[config.mk]
export PLATFORM = sky130hd
export DESIGN_NAME = ph_port_scheduler
export DESIGN_NICKNAME = d
export VERILOG_FILES = /design/src/rtl/ph_port_scheduler.sv
export SDC_FILE = /design/constraint.sdc
export NUM_CORES = 1
export LEC_CHECK = 0
export ABC_AREA = 1
export CAP_MARGIN = 20
export CORE_MARGIN = 1
export CORE_UTILIZATION = 46
export DETAILED_ROUTE_END_ITERATION = 10
export PLACE_DENSITY = 0.82
export SYNTH_ARGS = -nofsm -noshare
export SYNTH_HDL_FRONTEND = slang
export SYNTH_SLANG_ARGS = --single-unit
export TNS_END_PERCENT = 30
[constraint.sdc]
create_clock -name clk -period 3.4 [get_ports clk]
set_input_delay 0.51 -clock clk [delete_from_list [all_inputs] [get_ports clk]]
set_output_delay 0.51 -clock clk [all_outputs]
set_load 0.02 [all_outputs]
[src/rtl/ph_port_scheduler.sv]
// Round-robin pheromone deposit scheduler with a periodic evaporation sweep.
// Optional build macro PH_SAT_EN: deposits saturate at all-ones instead of wrapping.
module ph_port_scheduler #(
  parameter int NUM_AGENTS = 8,
  parameter int ADDR_W     = 8,
  parameter int PH_W       = 16,
  parameter int MAP_SIZE   = 100,
  parameter int EV_FREQ    = 10000,
  parameter int DEPOSIT    = 1,
  parameter int BACK_PR    = 3
) (
  input  logic                         clk,
  input  logic                         rst,
  input  logic [NUM_AGENTS-1:0]        req,
  input  logic [NUM_AGENTS*ADDR_W-1:0] req_addr,
  input  logic [NUM_AGENTS-1:0]        req_solved,
  output logic [NUM_AGENTS-1:0]        ack,
  output logic                         stall,
  output logic [ADDR_W-1:0]            addra,
  output logic                         wea,
  output logic [PH_W-1:0]              dina,
  input  logic [PH_W-1:0]              douta,
  output logic [ADDR_W-1:0]            addrb,
  output logic                         web,
  output logic [PH_W-1:0]              dinb,
  input  logic [PH_W-1:0]              doutb
);

  localparam int IDX_W = (NUM_AGENTS > 1) ? $clog2(NUM_AGENTS) : 1;
  localparam int CNT_W = (EV_FREQ > 1) ? $clog2(EV_FREQ) : 1;
  localparam logic [CNT_W-1:0]  EV_LAST  = CNT_W'(EV_FREQ - 1);
  localparam logic [ADDR_W-1:0] MAP_LAST = ADDR_W'(MAP_SIZE - 1);
  localparam logic [IDX_W-1:0]  IDX_LAST = IDX_W'(NUM_AGENTS - 1);

  typedef enum logic [2:0] {
    S_IDLE,
    S_RD,
    S_WR,
    S_EV_RD,
    S_EV_WR
  } state_t;

  state_t                r_state;
  logic [IDX_W-1:0]      r_ptr;
  logic [IDX_W-1:0]      r_winner;
  logic [CNT_W-1:0]      r_evcnt;
  logic                  r_ev_pending;
  logic                  r_stall;
  logic                  r_wea;
  logic                  r_web;
  logic [ADDR_W-1:0]     r_addra;
  logic [ADDR_W-1:0]     r_addrb;
  logic [PH_W-1:0]       r_inc;
  logic [NUM_AGENTS-1:0] r_ack;

  logic [IDX_W-1:0]      w_winner;
  logic [IDX_W-1:0]      w_cand;
  logic [PH_W-1:0]       w_dep;
  logic [PH_W-1:0]       w_evap;

  // Scan from the farthest offset down so the nearest requester at/after r_ptr wins.
  always_comb begin
    w_winner = '0;
    w_cand   = '0;
    for (int unsigned i = NUM_AGENTS; i > 0; i--) begin
      w_cand = IDX_W'((32'(r_ptr) + i - 1) % NUM_AGENTS);
      if (req[w_cand]) w_winner = w_cand;
    end
  end

`ifdef PH_SAT_EN
  logic [PH_W:0] w_sum;
  assign w_sum = {1'b0, doutb} + {1'b0, r_inc};
  assign w_dep = w_sum[PH_W] ? '1 : w_sum[PH_W-1:0];
`else
  assign w_dep = doutb + r_inc;
`endif

  assign w_evap = douta - (douta >> 2);

  // Write data depends on read data arriving in the write cycle itself.
  assign dina  = r_wea ? w_evap : '0;
  assign dinb  = r_web ? w_dep : '0;
  assign wea   = r_wea;
  assign web   = r_web;
  assign addra = r_addra;
  assign addrb = r_addrb;
  assign ack   = r_ack;
  assign stall = r_stall;

  always_ff @(posedge clk) begin
    if (!rst) begin
      r_state      <= S_IDLE;
      r_ptr        <= '0;
      r_winner     <= '0;
      r_evcnt      <= '0;
      r_ev_pending <= 1'b0;
      r_stall      <= 1'b0;
      r_wea        <= 1'b0;
      r_web        <= 1'b0;
      r_addra      <= '0;
      r_addrb      <= '0;
      r_inc        <= '0;
      r_ack        <= '0;
    end else begin
      r_evcnt <= (r_evcnt == EV_LAST) ? '0 : r_evcnt + 1'b1;

      case (r_state)
        S_IDLE: begin
          if (r_ev_pending) begin
            r_addra <= '0;
            r_stall <= 1'b1;
            r_state <= S_EV_RD;
          end else if (|req) begin
            r_winner <= w_winner;
            r_addrb  <= req_addr[w_winner*ADDR_W +: ADDR_W];
            r_inc    <= req_solved[w_winner] ? PH_W'(BACK_PR) : PH_W'(DEPOSIT);
            r_state  <= S_RD;
          end
        end
        S_RD: begin
          r_web   <= 1'b1;
          r_ack   <= NUM_AGENTS'(1) << r_winner;
          r_state <= S_WR;
        end
        S_WR: begin
          r_web   <= 1'b0;
          r_ack   <= '0;
          r_ptr   <= (r_winner == IDX_LAST) ? '0 : r_winner + 1'b1;
          r_state <= S_IDLE;
        end
        S_EV_RD: begin
          r_wea   <= 1'b1;
          r_state <= S_EV_WR;
        end
        S_EV_WR: begin
          r_wea <= 1'b0;
          if (r_addra == MAP_LAST) begin
            r_ev_pending <= 1'b0;
            r_stall      <= 1'b0;
            r_state      <= S_IDLE;
          end else begin
            r_addra <= r_addra + 1'b1;
            r_state <= S_EV_RD;
          end
        end
        default: r_state <= S_IDLE;
      endcase

      // A new period boundary outranks the end-of-sweep clear above.
      if (r_evcnt == EV_LAST) r_ev_pending <= 1'b1;
    end
  end

endmodule

Word level (Yosys, flattened, before mapping). Index checks and enable logic that the tools add are counted.

Add/sub/neg operators: 21. Magnitude comparators: 9. Equality and inequality tests: 11. Shift operators: 2. Muxes and demuxes: 45. Bitwise gates (word level): 2. Reductions and logical operators: 12.

Operators by type and width (count): 64-bit by 7-bit indexed part select with 8-bit output (1); 3-bit by 4-bit less-than comparator with 1-bit output, second input constant (9); 3-bit 2-to-1 mux (11); 16-bit 2-to-1 mux (2); 8-bit case mux with 2 select lines (2); 1-bit binary-select mux with 3-bit select (9); 3-bit by 1-bit subtractor with 3-bit output, second input constant (8); 16-bit adder (1); 8-bit 2-to-1 mux (2); 16-bit by 14-bit subtractor with 16-bit output (1); 14-bit by 1-bit adder with 14-bit output, second input constant (1); 14-bit equality test, second input constant (1); 1-bit 2-to-1 mux (13); 3-bit adder, second input constant (4); 3-bit case mux with 4 select lines (1); 2-bit nonzero test (5); 3-bit by 1-bit adder with 3-bit output, second input constant (3); 3-bit AND reduction (3); 8-bit by 1-bit adder with 8-bit output, second input constant (1); 8-bit by 7-bit equality test with 1-bit output, second input constant (1); 8-bit OR reduction (1); 1-bit by 3-bit << shifter with 8-bit output, first input constant (1); 3-bit by 2-bit adder with 3-bit output, second input constant (2); 3-bit by 2-bit equality test with 1-bit output, second input constant (2); 10 further kinds (17).

Bits in registers: 67. Output and inout port bits: 59.

Logic depth before layout (Yosys ltp). Gate-level depths: netlist (run 1).

Word-level depth: 15. Depth in mapped cells: 26. Mapped depth without buffers: 23.

Worst setup path after synthesis (run 1). No wires, ideal clock.

Path kind: input to output. Start: input port douta[0]. End: output port dina[14]. Data arrival time: 2.446 ns. Data required time: 2.890 ns. Setup slack: 0.444 ns. Stages on the path: 14. Path buffers: 0. Cell sequence: inv_1 -> ha_1 -> inv_1 -> fa_1 -> nand2_1 -> inv_1 -> o21ai_0 -> nand2_1 -> nand3_1 -> o2111ai_1 -> a21o_1 -> a21oi_1 -> o21ai_0 -> a21oi_1.

Word-level cells in the longest chain between the ends: 2.

RTL lines: from (decl) (RTL line 22) `input logic [PH_W-1:0] douta,`; 16-bit by 14-bit subtractor with 16-bit output (RTL line 79) `assign w_evap = douta - (douta >> 2);`; 16-bit 2-to-1 mux (RTL line 82) `assign dina = r_wea ? w_evap : '0;`; to (decl) (RTL line 21) `output logic [PH_W-1:0] dina,`.

Every way passes these cells.

Worst setup path in the final report (run 1). Ends and elaborated chain as after synthesis.

==> results of run 1 <==
[registers in the layout, indices dropped and copies added (netlist names)]
register      flops
ack               8
addra             8
addrb             8
r_ev_pending      1
r_evcnt          14
r_inc             2
r_ptr             3
r_state           3
r_winner          3
stall             1
wea               1
web               1
[worst register-to-register path, stage by stage (launching register included)]
cell,delay (ns)
dfxtp_1,0.38
inv_4,0.10
ha_1,0.39
inv_1,0.17
nand3_1,0.16
nand3_1,0.13
nand2_2,0.12
inv_2,0.04
nand2_1,0.04
nand2_1,0.05
nand2_1,0.07
nand2_1,0.06
nand2_1,0.08
nand2_2,0.07
nand2_4,0.18
nand2_8,0.19
nand2_1,0.11
nand2_1,0.07
nand2_1,0.06
nand2_1,0.06
nand2_1,0.08
nand3_1,0.09
nand2_1,0.07
inv_1,0.03
[stage by stage]
stage | power, mW | util (%)
finish | 2.48 | 70.2
global route | 2.71 | 70.2
CTS | 2.48 | 69.9
detailed placement | 2.14 | 69.2
global placement | 2.13 | 69.2
floorplan | 1.68 | -
[synth_stat cells, types with 6 or more instances]
library cell	number
nor2_1	76
nand2_1	273
inv_2	6
nand3_1	99
nor3_1	22
inv_1	90
buf_6	7
a21oi_1	61
ha_1	26
nand2_2	9
dfxtp_1	53
nor3b_1	8
buf_4	6
o21ai_0	22
[routing by layer]
layer  track usage [%]  up-vias  share of wire (%)  wire [um]
li1                  -     3056                  -          -
met1              32.5     2510                 46       6350
met2              43.7      169                 47       6400
met3              3.38       19                5.2        710
met4              6.53        0                1.6        221
met5                 0        -                  0          0
[layout make-up]
class | count | area (sq um) | area share (%)
sequential | 53 | 1060 | 15.2
clock inverter | 2 | 15.0 | 0.215
tap | 133 | 166 | 2.38
inverter | 98 | 370 | 5.30
multi-input combinational | 644 | 3270 | 46.8
timing repair buffer | 218 | 2040 | 29.1
clock buffer | 6 | 72.6 | 1.04
[cell families after synthesis]
logic type | after synthesis
xor gates and xnor gates | 8
and+or+nand+nor | 508
buffers and inverters | 121
DFF | 53
adders and majority gates | 28
AOI/OAI and AO/OA | 100
[where the power goes]
group | total, mW | leakage, nW | internal, mW | switching, mW
clock network | 0.346 | 0.0374 | 0.145 | 0.200
logic | 1.42 | 2.93 | 0.596 | 0.822
registers | 0.714 | 0.432 | 0.673 | 0.0417
total | 2.48 | 3.40 | 1.41 | 1.06
[worst paths after layout]
kind / start / end / slack [ns] / cells after the start
worst max-delay path: douta[0] / dina[14] / 0.05 / 16
worst min-delay path: r_evcnt[0]$_SDFF_PP0_ / r_evcnt[0]$_SDFF_PP0_ / 0.45 / 1
worst max register to register: r_ptr[1]$_SDFFE_PN0P_ / addrb[0]$_SDFFE_PN0P_ / 0.52 / 23
worst min register to register: r_evcnt[0]$_SDFF_PP0_ / r_evcnt[0]$_SDFF_PP0_ / 0.45 / 1
[repair_timing]
item | in CTS | in global routing
endpoints found under the setup margin | 20 | 18
cloned | 0 | 0
setup buffers | 0 | 1
gates resized for setup | 29 | 45
pin swaps | 0 | 12
==> impl_metrics.json, run 1 <==
{
  "outcome": "finished, final reports clean",
  "grt_pass1_wl_um": 23000,
  "area_delta_synth_final_pct": 45.5,
  "wl_per_cell_um": 11.8,
  "vias": 5754,
  "synth_fp_nets": 960,
  "io_pins": 173,
  "critPathBufInv": 5,
  "yosys-mux-area-fraction_pct": 0,
  "cts_hold_buffers": 0,
  "clkTransAtPathRegs_ns": 0.09,
  "tightest_slew_ns": 0.851,
  "synth_top_area_share_pct": 22.1,
  "p_per_area_mw_per_mm2": 355,
  "ant_nets": 0,
  "finalClockSkew_ns": 0.00444,
  "synth_compound_gate_area_share_pct": 11.6,
  "path_class": "primary input to output pin",
  "grt-ovfl-total": 0,
  "fin_crit_ns": 3.35,
  "drive_gt1_share_pct": 10.7,
  "yosysWarnings": 0,
  "hpwlAfterDp_um": 10900,
  "cp_max_fo": 3,
  "place.gp.congestion": 0.949,
  "grt_usage_pct": 25.1,
  "crit_path_max_incr_delay_ns": 0.39,
  "crit_path_cell_trace": "clkdlybuf4s50_1, inv_1, ha_2, inv_2, fa_2, nand2_1, inv_1, o21ai_2, nand2_2, nand3_2, o2111ai_2, a21o_1, a21oi_2, o21ai_1, a21oi_1, buf_2",
  "die-area_sq_mm": 0.0109,
  "synth_top_family_by_area": "simple AND/OR/NAND/NOR gates",
  "crit_family": "compound AO/OA/AOI/OAI gates",
  "nets": 1162,
  "netlist_area_sq_mm": 0.00480,
  "insertedDiodeCount": 0,
  "setup_viol": 0,
  "cts_tree": "yes",
  "vias_per_cell": 4.99,
  "final_common_cell": "nand2_1",
  "post_dp_cell_area_sq_mm": 0.00689,
  "post-route-period-util_pct": 98.5,
  "place_inst": 1145,
  "ir_drop_mv": 0.337,
  "drv_cap": 0,
  "hold_slack_ns": 0.455,
  "row_count": 36,
  "leakage_nw": 3.40,
  "cp.required_ns": 2.89,
  "portBuffers": 172,
  "synthArstFlopShare_pct": 0,
  "hold_viol_final": 0,
  "fin_cells": 1154,
  "synth_seq_cells": 53,
  "crit_arrival_ns": 2.84,
  "finalMaxSlewViolations": 0,
  "htree_levels": 2,
  "core_sq_mm": 0.00995,
  "final_area_sq_mm": 0.00699,
  "cts_buffers": 5,
  "antenna_found_initial": 0,
  "avgSynthCellArea_sq_um": 5.87,
  "fmax_mhz": 299,
  "final_cell_mix": "nand2_1 (272), clkdlybuf4s50_1 (148), nand3_1 (98)",
  "root_buffer": "clkbuf_8",
  "min_path_type": "register to register",
  "dp_slack_ns": -0.616,
  "synth_edf_count": 0,
  "grt_pass1_vias": 5293,
  "start_kind": "primary input",
  "grt_max_degree": 38,
  "cts_sinks": 53,
  "max_slew_margin_pct": 42.9,
  "clock_latency_ns": 0.30,
  "rsz0062_at_grt": "true",
  "cts_max_path_buffers": 2,
  "dr.pass1.iters": 5,
  "synth_top_flop_cell": "dfxtp_1",
  "start_util_pct": 48.3,
  "cp_slowest_cell": "clkdlybuf4s50_1",
  "drc_errors": 0,
  "synthTopCellsByArea": "dfxtp_1 (22%), nand2_1 (21%), nand3_1 (10%), inv_1 (7.0%), ha_1 (6.8%)",
  "synth_area_leader_cell": "dfxtp_1",
  "yosys.cell_types.count": 42,
  "nFillCells": 914,
  "yosys.area_share.simple_pct": 45.9,
  "die_h_um": 104,
  "dieWidth_um": 104,
  "layout_setup_ws_ns": 0.0526,
  "setup_tns_ns": 0,
  "seq_area_frac_synth_pct": 22.1,
  "synthXorXnorAreaFrac_pct": 1.62,
  "drt_wl_total_um": 13700,
  "drt_first_iter_violations": 268,
  "cp-end-kind": "output pin",
  "synthAdderAreaFrac_pct": 7.61,
  "synth_cells": 818,
  "path_common_cell": "inv_1"
}
(Power assumes the default switching activity.)
==> run 2: changes to the inputs <==
--- a/config.mk
+++ b/config.mk
@@ -8,9 +8,10 @@
 export ABC_AREA = 1
 export CAP_MARGIN = 20
 export CORE_MARGIN = 1
-export CORE_UTILIZATION = 46
+export CORE_UTILIZATION = 60
 export DETAILED_ROUTE_END_ITERATION = 10
-export PLACE_DENSITY = 0.82
+export DONT_BUFFER_PORTS = 1
+export PLACE_DENSITY = 0.76
 export SYNTH_ARGS = -nofsm -noshare
 export SYNTH_HDL_FRONTEND = slang
 export SYNTH_SLANG_ARGS = --single-unit
==> run 2 against run 1 <==
  * Register-to-register slack got worse by 0.07 ns
  * Core utilization decreased by 6.3 points
  * Final area down 29%
  * Sequential power increased by 7.4%
  * Clock power about the same
  * Worst setup slack gained 0.27 ns
==> impl_metrics.json, run 2 (same netlist as run 1, synthesis figures left out) <==
{
  "outcome": "finished, final reports clean",
  "area_delta_synth_final_pct": 2.92,
  "antenna_found_initial": 0,
  "post_cts_buffers": 0,
  "root_buffer": "clkbuf_8",
  "grt-ovfl-total": 0,
  "drc_errors": 0,
  "drive_gt1_share_pct": 5.77,
  "htree_levels": 2,
  "max_slew_margin_pct": 41.9,
  "p_sw_share_pct": 45.7,
  "path_common_cell": "inv_1",
  "ir_drop_mv": 0.266,
  "leakage_nw": 2.48,
  "hold_viol_final": 0,
  "final_common_cell": "nand2_1",
  "fmax_mhz": 325,
  "rsz0062_at_grt": "false",
  "reg2reg_depth": 23,
  "p_switching_uw": 987,
  "min_path_type": "primary input to register",
  "p_per_area_mw_per_mm2": 437,
  "hpwlAfterDp_um": 9170,
  "clkTransAtPathRegs_ns": 0.09,
  "setup_viol": 0,
  "cp-end-kind": "output pin",
  "start_util_pct": 62.2,
  "path_class": "primary input to output pin",
  "hold_depth": 2,
  "crit_path_max_incr_delay_ns": 0.37,
  "cts_buffers": 5,
  "finalClockSkew_ns": 0.0108,
  "dieWidth_um": 91.5,
  "drt_wl_total_um": 11400,
  "reg2reg_slack_ns": 0.45,
  "cts_hold_buffers": 0,
  "row_count": 32,
  "min_to": "r_ptr[2]$_SDFFE_PN0P_",
  "cp_slowest_cell": "fa_1",
  "io_pins": 173,
  "r2r-end": "addrb[7]$_SDFFE_PN0P_",
  "setup_tns_ns": 0,
  "clock_latency_ns": 0.30,
  "r2r_start": "r_ptr[1]$_SDFFE_PN0P_",
  "hp-start": "rst",
  "core_sq_mm": 0.00773,
  "grt_pass1_wl_um": 18900,
  "crit_arrival_ns": 2.57,
  "post-route-period-util_pct": 90.6,
  "cts_sinks": 53,
  "drv_cap": 0,
  "drt_first_iter_violations": 248,
  "largest_reg_flops": 14,
  "start_kind": "primary input",
  "sequentialPowerShare_pct": 35.5,
  "cts_max_path_buffers": 2,
  "pwr-share-comb_pct": 48.3,
  "cp_max_fo": 3,
  "place.gp.congestion": 0.921,
  "vias_per_cell": 5.56,
  "final_util_pct": 64.0,
  "wl_per_cell_um": 12.4,
  "fin_crit_ns": 3.08,
  "grt_max_degree": 38,
  "die-area_sq_mm": 0.00837,
  "grt_pass1_vias": 4657,
  "p_int_mw": 1.17,
  "dr.pass1.iters": 6,
  "finalMaxSlewViolations": 0,
  "portBuffers": 0,
  "final_cell_mix": "nand2_1 (273), nand3_1 (99), inv_1 (90)",
  "insertedDiodeCount": 0,
  "die_h_um": 91.5,
  "pwr-share-clk_pct": 16.2,
  "cts_resized": 0,
  "nets": 956,
  "cts_tree": "yes",
  "regMostFlops": "r_evcnt",
  "tightest_slew_ns": 0.866,
  "vias": 5097,
  "cp.required_ns": 2.89,
  "grt_usage_pct": 26.8,
  "ant_nets": 0,
  "crit_path_cell_trace": "inv_1, ha_1, inv_1, fa_1, nand2_1, inv_1, o21ai_0, nand2_1, nand3_1, o2111ai_1, a21o_1, a21oi_1, o21ai_0, a21oi_1, buf_4"
}
run 2: area by class of cell:
type	instances	area [sq um]
multi-input combinational	644	3210
fill	788	2780
sequential	53	1060
inverter	98	370
tap	102	128
timing repair buffer	12	90.1
clock buffer	6	72.6
clock inverter	2	15.0
run 2: layer usage:
| layer | GRT usage (%) | share of wire, % | wire length, um |
|---|---|---|---|
| met5 | 0 | 0 | 0 |
| met4 | 5.42 | 0.89 | 101 |
| met2 | 52.4 | 51 | 5800 |
| met1 | 30.1 | 41 | 4680 |
| met3 | 4.27 | 7.0 | 796 |
run 2: power by group through the flow:
| stage | clock (mW) | sequential, mW | combinational [mW] |
|---|---|---|---|
| floorplan | 0 | 0.756 | 0.922 |
| global placement | 0 | 0.781 | 1.02 |
| detailed placement | 0 | 0.782 | 1.04 |
| CTS | 0.353 | 0.768 | 1.05 |
| global route | 0.382 | 0.776 | 1.20 |
| finish | 0.349 | 0.767 | 1.04 |
run 2: worst max path at each step:
stage	startpoint	to	cells after the start
2_1_floorplan	douta[0]	dina[14]	14
5_1_grt	r_ptr[1]$_SDFFE_PN0P_	addrb[7]$_SDFFE_PN0P_	23
3_5_place_dp	douta[0]	dina[14]	15
3_3_place_gp	douta[0]	dina[14]	15
6_report	douta[0]	dina[14]	15
4_1_cts	douta[0]	dina[14]	15
run 2: per-stage QoR:
stage	cell area, sq um	hold slack (ns)	power, mW	setup WS [ns]	instances
2_1_floorplan	4800	0.418	1.68	0.444	818
3_3_place_gp	4860	0.434	1.80	0.385	909
3_5_place_dp	4860	0.442	1.82	0.358	909
4_1_cts	4940	0.345	2.17	0.344	917
5_1_grt	4940	0.339	2.36	0.0167	917
6_report	4940	0.343	2.16	0.321	917
run 2: critical path: cells and delay by family:
kind,cells,cell delay (ns)
AOI/OAI and AO/OA,6,0.97
adders and majority gates,2,0.50
buffers and inverters,4,0.29
and+or+nand+nor,3,0.30
==> run 3: changes to the inputs <==
--- a/config.mk
+++ b/config.mk
@@ -12,6 +12,8 @@
 export DETAILED_ROUTE_END_ITERATION = 10
 export DONT_BUFFER_PORTS = 1
 export PLACE_DENSITY = 0.76
+export SKIP_CTS_REPAIR_TIMING = 1
+export SLEW_MARGIN = 20
 export SYNTH_ARGS = -nofsm -noshare
 export SYNTH_HDL_FRONTEND = slang
 export SYNTH_SLANG_ARGS = --single-unit
==> results of run 3 <==
No change in the layout: final DEF, timing and power equal those of run 2.
